File: src/rtl/tage_hist.sv
// TAGE global history: circular GHR, per-bank folded index/tag histories
// and per-FTQ-entry checkpoints for one-cycle redirect recovery.
module tage_hist #(
  parameter int BANK_NUM = 4,
  parameter int HIST_LEN [BANK_NUM] = '{8, 16, 32, 64},
  parameter int IDX_W    = 8,
  parameter int GHR_SIZE = 128,
  parameter int CKPT_NUM = 16,
  localparam int T1W = 12,
  localparam int T2W = 10,
  localparam int PW  = $clog2(GHR_SIZE),
  localparam int CW  = $clog2(CKPT_NUM),
  localparam int IW  = BANK_NUM * IDX_W,
  localparam int AW  = BANK_NUM * T1W,
  localparam int BW  = BANK_NUM * T2W
) (
  input  logic          clk,
  input  logic          rst,
  input  logic          stall,
  input  logic          pred_valid,
  input  logic          pred_shift,
  input  logic          pred_taken,
  input  logic [CW-1:0] pred_idx,
  input  logic          redirect_valid,
  input  logic [CW-1:0] redirect_idx,
  input  logic          redirect_shift,
  input  logic          redirect_taken,
  output logic [IW-1:0] fold_idx,
  output logic [AW-1:0] fold_tag1,
  output logic [BW-1:0] fold_tag2,
  output logic [PW-1:0] ghr_ptr
);

  function automatic int max_len();
    int m;
    m = 0;
    for (int i = 0; i < BANK_NUM; i++)
      if (HIST_LEN[i] > m) m = HIST_LEN[i];
    return m;
  endfunction

  localparam int MAX_L = max_len();

  // GHR bits are never restored, so the ring must outlive every checkpoint.
  if (GHR_SIZE < MAX_L + CKPT_NUM) begin : g_bad_size
    $error("tage_hist: GHR_SIZE must be >= max(HIST_LEN)+CKPT_NUM");
  end
  if ((GHR_SIZE & (GHR_SIZE - 1)) != 0) begin : g_bad_ghr
    $error("tage_hist: GHR_SIZE must be a power of two");
  end
  if ((CKPT_NUM & (CKPT_NUM - 1)) != 0) begin : g_bad_ckpt
    $error("tage_hist: CKPT_NUM must be a power of two");
  end

  logic [GHR_SIZE-1:0] r_ghr;
  logic [PW-1:0]       r_ptr;
  logic [IW-1:0]       r_idx;
  logic [AW-1:0]       r_t1;
  logic [BW-1:0]       r_t2;

  logic [PW-1:0] r_ck_ptr [CKPT_NUM];
  logic [IW-1:0] r_ck_idx [CKPT_NUM];
  logic [AW-1:0] r_ck_t1  [CKPT_NUM];
  logic [BW-1:0] r_ck_t2  [CKPT_NUM];

  logic          w_redir;
  logic          w_pred;
  logic          w_upd;
  logic          w_shift;
  logic          w_bit;
  logic [PW-1:0] w_bptr;
  logic [IW-1:0] w_bidx;
  logic [AW-1:0] w_bt1;
  logic [BW-1:0] w_bt2;
  logic [IW-1:0] w_nidx;
  logic [AW-1:0] w_nt1;
  logic [BW-1:0] w_nt2;

  assign w_redir = redirect_valid;
  assign w_pred  = pred_valid & ~stall & ~redirect_valid;
  assign w_upd   = w_redir | w_pred;
  assign w_shift = w_redir ? redirect_shift : (w_pred & pred_shift);
  assign w_bit   = w_redir ? redirect_taken : pred_taken;

  // Redirect folds start from the checkpoint, pred folds from live state.
  assign w_bptr = w_redir ? r_ck_ptr[redirect_idx] : r_ptr;
  assign w_bidx = w_redir ? r_ck_idx[redirect_idx] : r_idx;
  assign w_bt1  = w_redir ? r_ck_t1[redirect_idx]  : r_t1;
  assign w_bt2  = w_redir ? r_ck_t2[redirect_idx]  : r_t2;

  for (genvar b = 0; b < BANK_NUM; b++) begin : g_bank
    localparam int L  = HIST_LEN[b];
    localparam int SI = L % IDX_W;
    localparam int S1 = L % T1W;
    localparam int S2 = L % T2W;

    logic             w_o;
    logic [IDX_W-1:0] w_fi;
    logic [T1W-1:0]   w_f1;
    logic [T2W-1:0]   w_f2;

    assign w_o  = r_ghr[w_bptr - PW'(L)];
    assign w_fi = w_bidx[b*IDX_W +: IDX_W];
    assign w_f1 = w_bt1[b*T1W +: T1W];
    assign w_f2 = w_bt2[b*T2W +: T2W];

    assign w_nidx[b*IDX_W +: IDX_W] = w_shift ?
      ({w_fi[IDX_W-2:0], w_fi[IDX_W-1]} ^ IDX_W'(w_bit)
       ^ (IDX_W'(w_o) << SI)) : w_fi;
    assign w_nt1[b*T1W +: T1W] = w_shift ?
      ({w_f1[T1W-2:0], w_f1[T1W-1]} ^ T1W'(w_bit)
       ^ (T1W'(w_o) << S1)) : w_f1;
    assign w_nt2[b*T2W +: T2W] = w_shift ?
      ({w_f2[T2W-2:0], w_f2[T2W-1]} ^ T2W'(w_bit)
       ^ (T2W'(w_o) << S2)) : w_f2;
  end

  always_ff @(posedge clk or negedge rst) begin
    if (!rst) begin
      r_ghr <= '0;
      r_ptr <= '0;
      r_idx <= '0;
      r_t1  <= '0;
      r_t2  <= '0;
      for (int i = 0; i < CKPT_NUM; i++) begin
        r_ck_ptr[i] <= '0;
        r_ck_idx[i] <= '0;
        r_ck_t1[i]  <= '0;
        r_ck_t2[i]  <= '0;
      end
    end else begin
      if (w_pred) begin
        r_ck_ptr[pred_idx] <= r_ptr;
        r_ck_idx[pred_idx] <= r_idx;
        r_ck_t1[pred_idx]  <= r_t1;
        r_ck_t2[pred_idx]  <= r_t2;
      end
      if (w_upd) begin
        r_ptr <= w_shift ? w_bptr + PW'(1) : w_bptr;
        r_idx <= w_nidx;
        r_t1  <= w_nt1;
        r_t2  <= w_nt2;
        if (w_shift) r_ghr[w_bptr] <= w_bit;
      end
    end
  end

  assign fold_idx  = r_idx;
  assign fold_tag1 = r_t1;
  assign fold_tag2 = r_t2;
  assign ghr_ptr   = r_ptr;

endmodule

File: config.mk
export PLATFORM = sky130hd
export DESIGN_NAME = tage_hist
export DESIGN_NICKNAME = d
export VERILOG_FILES = /design/src/rtl/tage_hist.sv
export SDC_FILE = /design/constraint.sdc
export NUM_CORES = 2
export LEC_CHECK = 0
export BUFFER_PORTS_ARGS = -buffer_cell sky130_fd_sc_hd__clkbuf_2
export CORE_ASPECT_RATIO = 1.5
export CORE_MARGIN = 2
export CORE_UTILIZATION = 35
export CTS_CLUSTER_SIZE = 20
export DETAILED_ROUTE_END_ITERATION = 8
export HOLD_SLACK_MARGIN = 0.12
export PLACE_DENSITY = 0.54
export RECOVER_POWER = 100
export SYNTH_ARGS = -nofsm -noshare
export SYNTH_HDL_FRONTEND = slang
export SYNTH_SLANG_ARGS = --single-unit
File: constraint.sdc
create_clock -name clk -period 4.2 [get_ports clk]
set_input_delay 0.63 -clock clk [delete_from_list [all_inputs] [get_ports clk]]
set_output_delay 0.63 -clock clk [all_outputs]
set_load 0.01 [all_outputs]
==> flow_metrics.py <==
metrics = {
    "run_status": {
        "status": "complete, but fails checks",
        "violations": "max-capacitance violations, max-slew violations",
    },
    "logic_synthesis": {
        "ys_ff_latch": 2287,
        "synth_top_area_cell": "dfrtp_1",
        "syn_inst": 6599,
        "synthesis.nets": 6629,
        "synthTopCellsByArea": "dfrtp_1 (55%), mux2_2 (22%), mux4_2 (14%)",
        "synth_ff_type": "dfrtp_1",
        "yosysSeqAreaShare_pct": 55.3,
        "netlist-cell-type-count": 71,
        "postSynthAreaPerCell_sq_um": 15.7,
        "yosysWarnings": 0,
        "async_flop_share_pct": 100,
        "yosysTopAreaCellShare_pct": 55.3,
        "synthesis.area_sq_mm": 0.103,
        "synth_edf_count": 0,
    },
    "detailed_routing": {
        "met1_length_microns": 121000,
        "topRoutingLayerUsed": "met4",
        "drtPass1Iterations": 5,
        "wl_met3_microns": 10800,
        "wl_met2_microns": 145000,
        "drtAntennaViolNets": 0,
        "viasPerCell": 5.40,
        "detail_route.wl_per_cell_microns": 26.3,
        "drt-initial-drc-count": 3526,
        "wl_microns": 285000,
        "drc": 0,
        "vias": 58500,
    },
    "grt": {
        "grt_pass1_vias": 64000,
        "grt_max_degree": 129,
        "grt_pass1_wl_microns": 432000,
        "overflow": 0,
        "grt_usage_pct": 19.0,
        "antenna_found_initial": 1,
    },
    "floorplan": {
        "die_y_microns": 670,
        "die_x_microns": 448,
        "die_area_sq_mm": 0.300,
        "num_rows": 244,
        "core-area_sq_mm": 0.294,
        "io_pins": 144,
        "start_util_pct": 35.2,
    },
    "setup_path": {
        "crit_start": "r_ck_ptr[3]",
        "worstPathMaxFanout": 13,
        "slowest_stage": "mux4_2",
        "required_ns": 4.91,
        "cp.depth": 14,
        "reg2regPathDepth": 14,
        "critPathCaptureType": "flip-flop",
        "rrSetupSlack_ns": 0.32,
        "cp.arrival_ns": 4.59,
        "path_buf_inv": 4,
        "reg2reg_from": "r_ck_ptr[3]",
        "worstReg2RegEnd": "fold_tag2[8]",
        "cp_top_family": "multiplexers",
        "endpoint": "fold_tag2[8]",
        "max_stage_delay_ns": 0.55,
        "path_cells": "mux4_2 -> mux4_2 -> mux2i_1 -> clkbuf_1 -> inv_1 -> clkbuf_1 -> nor2_1 -> o21ai_0 -> o31ai_1 -> o31ai_1 -> o211ai_2 -> clkbuf_4 -> xor2_1 -> mux2i_1",
        "crit_type": "flip-flop to flip-flop",
        "critPathLaunchType": "flip-flop",
    },
    "timing": {
        "grt_setup_unrepaired": "false",
        "setup_violations": 0,
        "tns_ns": 0,
        "period_share_pct": 92.4,
        "period_minus_slack_ns": 3.88,
        "fmax_mhz": 258,
        "worstMarginPinSlew_ns": 3.58,
        "layout_setup_ws_ns": 0.320,
        "drv_slew": 1620,
        "max_slew_margin_pct": -139,
        "finalHoldViolCount": 0,
        "clock-skew-final_ns": 0.0646,
    },
    "final_layout": {
        "drive_gt1_share_pct": 47.9,
        "area_delta_synth_final_pct": 12.6,
        "fill_cells": 27200,
        "nets": 6770,
        "instances_no_fill": 10800,
        "final_area_sq_mm": 0.117,
    },
    "clock_network": {
        "clock_sinks": 2287,
        "clk_path_buf_depth": 4,
        "cts_tree": "yes",
        "cts_root_buffer": "clkbuf_16",
        "clk_transition_reported_paths_ns": 0.07,
        "clock_latency_ns": 0.91,
        "cts_buffers": 226,
        "post_cts_resized": 0,
        "htree_levels": 4,
    },
    "place": {
        "dp.cells": 10400,
        "dp.final_hpwl_microns": 167000,
        "place_congestion": 0.922,
        "numPortBuffers": 143,
        "place_area_sq_mm": 0.111,
        "preCtsSetupSlack_ns": -0.152,
    },
    "pwr": {
        "peakVddDrop_mv": 0.331,
        "leakagePower_nw": 54.9,
        "total_power_mw": 48.0,
        "power.density_mw_per_mm2": 411,
    },
    "worst_hold_path": {
        "min_path_type": "input port to flip-flop",
    },
    "flow_run": {
        "drv_cap": 44,
    },
}
## layout make-up
class                      instances  area [sq um]  share of cell area (%)
tap                             3936          4920                    4.22
timing repair buffer             488          3220                    2.76
clock inverter                    58           564                   0.484
sequential                      2287         57200                    49.1
clock buffer                     342          6670                    5.73
inverter                           9          33.8                  0.0290
antenna                            1          2.50                 0.00215
multi-input combinational       3728         43900                    37.7
## logic make-up (layout without fill, tap and decap cells)
| logic type | after synthesis | in the layout | share of synthesized area, % |
|---|---|---|---|
| muxes | 2924 | 2924 | 38.3 |
| AOI/OAI and AO/OA | 297 | 297 | 1.84 |
| and+or+nand+nor | 465 | 465 | 1.86 |
| adders and majority gates | 13 | 13 | 0.157 |
| other | 0 | 1 | 0 |
| DFF | 2287 | 2287 | 55.3 |
| buffers and inverters | 584 | 897 | 2.28 |
| xor gates and xnor gates | 29 | 29 | 0.245 |
## metal layers
| layer | vias to the layer above | GRT usage [%] |
|---|---|---|
| met3 | 460 | 2.87 |
| met2 | 959 | 33.1 |
| met5 | - | 0 |
| met1 | 32300 | 24.6 |
| li1 | 24800 | - |
| met4 | 0 | 5.39 |
## cells in the mapped netlist, drive strengths merged (3+ instances only)
cell type	n
a2111oi	3
a211oi	25
a21boi	3
a21oi	140
a221oi	13
a222oi	3
a22oi	28
a31oi	8
a32oi	5
and2	10
and3	5
buf	103
clkbuf	472
dfrtp	2287
ha	13
inv	9
mux2	2054
mux2i	247
mux4	623
nand2	108
nand3	26
nand4	4
nor2	277
nor2b	13
nor3	8
nor4	5
o211ai	3
o21ai	37
o31ai	7
or3	4
xnor2	24
xor2	5
## power by group
part | total, mW | switching, mW | internal, mW | leakage, nW
Sequential | 23.7 | 0.810 | 22.9 | 31.7
Combinational | 4.01 | 2.18 | 1.83 | 19.6
Clock | 20.2 | 8.75 | 11.5 | 3.58
## how the worst min path moves through the flow
stage | from | end | slack (ns) | depth (start not counted)
global placement | r_ghr[71] | r_ghr[71] | 0.47 | 2
CTS | pred_idx[2] | r_ck_ptr[5] | 0.30 | 3
detailed placement | r_ghr[87] | r_ghr[87] | 0.48 | 2
finish | redirect_valid | ghr_ptr[4] | 0.39 | 4
floorplan | rst | fold_idx[0] | 0.33 | 0
global route | redirect_valid | ghr_ptr[4] | 0.37 | 4
## sequential cells by signal (all words and copies together), names as in the netlist
| register | cells |
|---|---|
| ghr_ptr | 7 |
| r_ck_t1 | 768 |
| r_ck_idx | 512 |
| r_ck_ptr | 112 |
| fold_idx | 32 |
| r_ghr | 128 |
| fold_tag2 | 40 |
| fold_tag1 | 48 |
| r_ck_t2 | 640 |
## per-stage QoR
step                utilization (%)  hold WS [ns]
floorplan                         -         0.334
global placement               37.6         0.466
detailed placement             37.6         0.482
CTS                            40.1         0.296
global route                   39.6         0.372
finish                         39.6         0.388
## tightest hold or removal path: cells and delay by family
kind | cells | cell delay, ns
buf+inv | 2 | 0.32
xor+xnor | 1 | 0.13
mux | 1 | 0.09
## what timing repair did
| action | in CTS | in global routing |
|---|---|---|
| hold endpoints to repair | 39 | 0 |
| hold buffers | 1 | 0 |
| setup buffers | 0 | 0 |
## layout by cell type (no fill, tap or decap), types with 35 or more instances in the layout
cell and count:
nand2_1 106, clkbuf_8 54, dfrtp_1 2287, clkbuf_2 74
o21ai_0 35, mux4_2 623, clkinv_2 37, mux2_2 2051
buf_12 39, nor2_1 277, clkbuf_1 272, a21oi_1 140
mux2i_1 244, clkbuf_16 228, buf_4 146
Power figures use the tool's default switching activity.
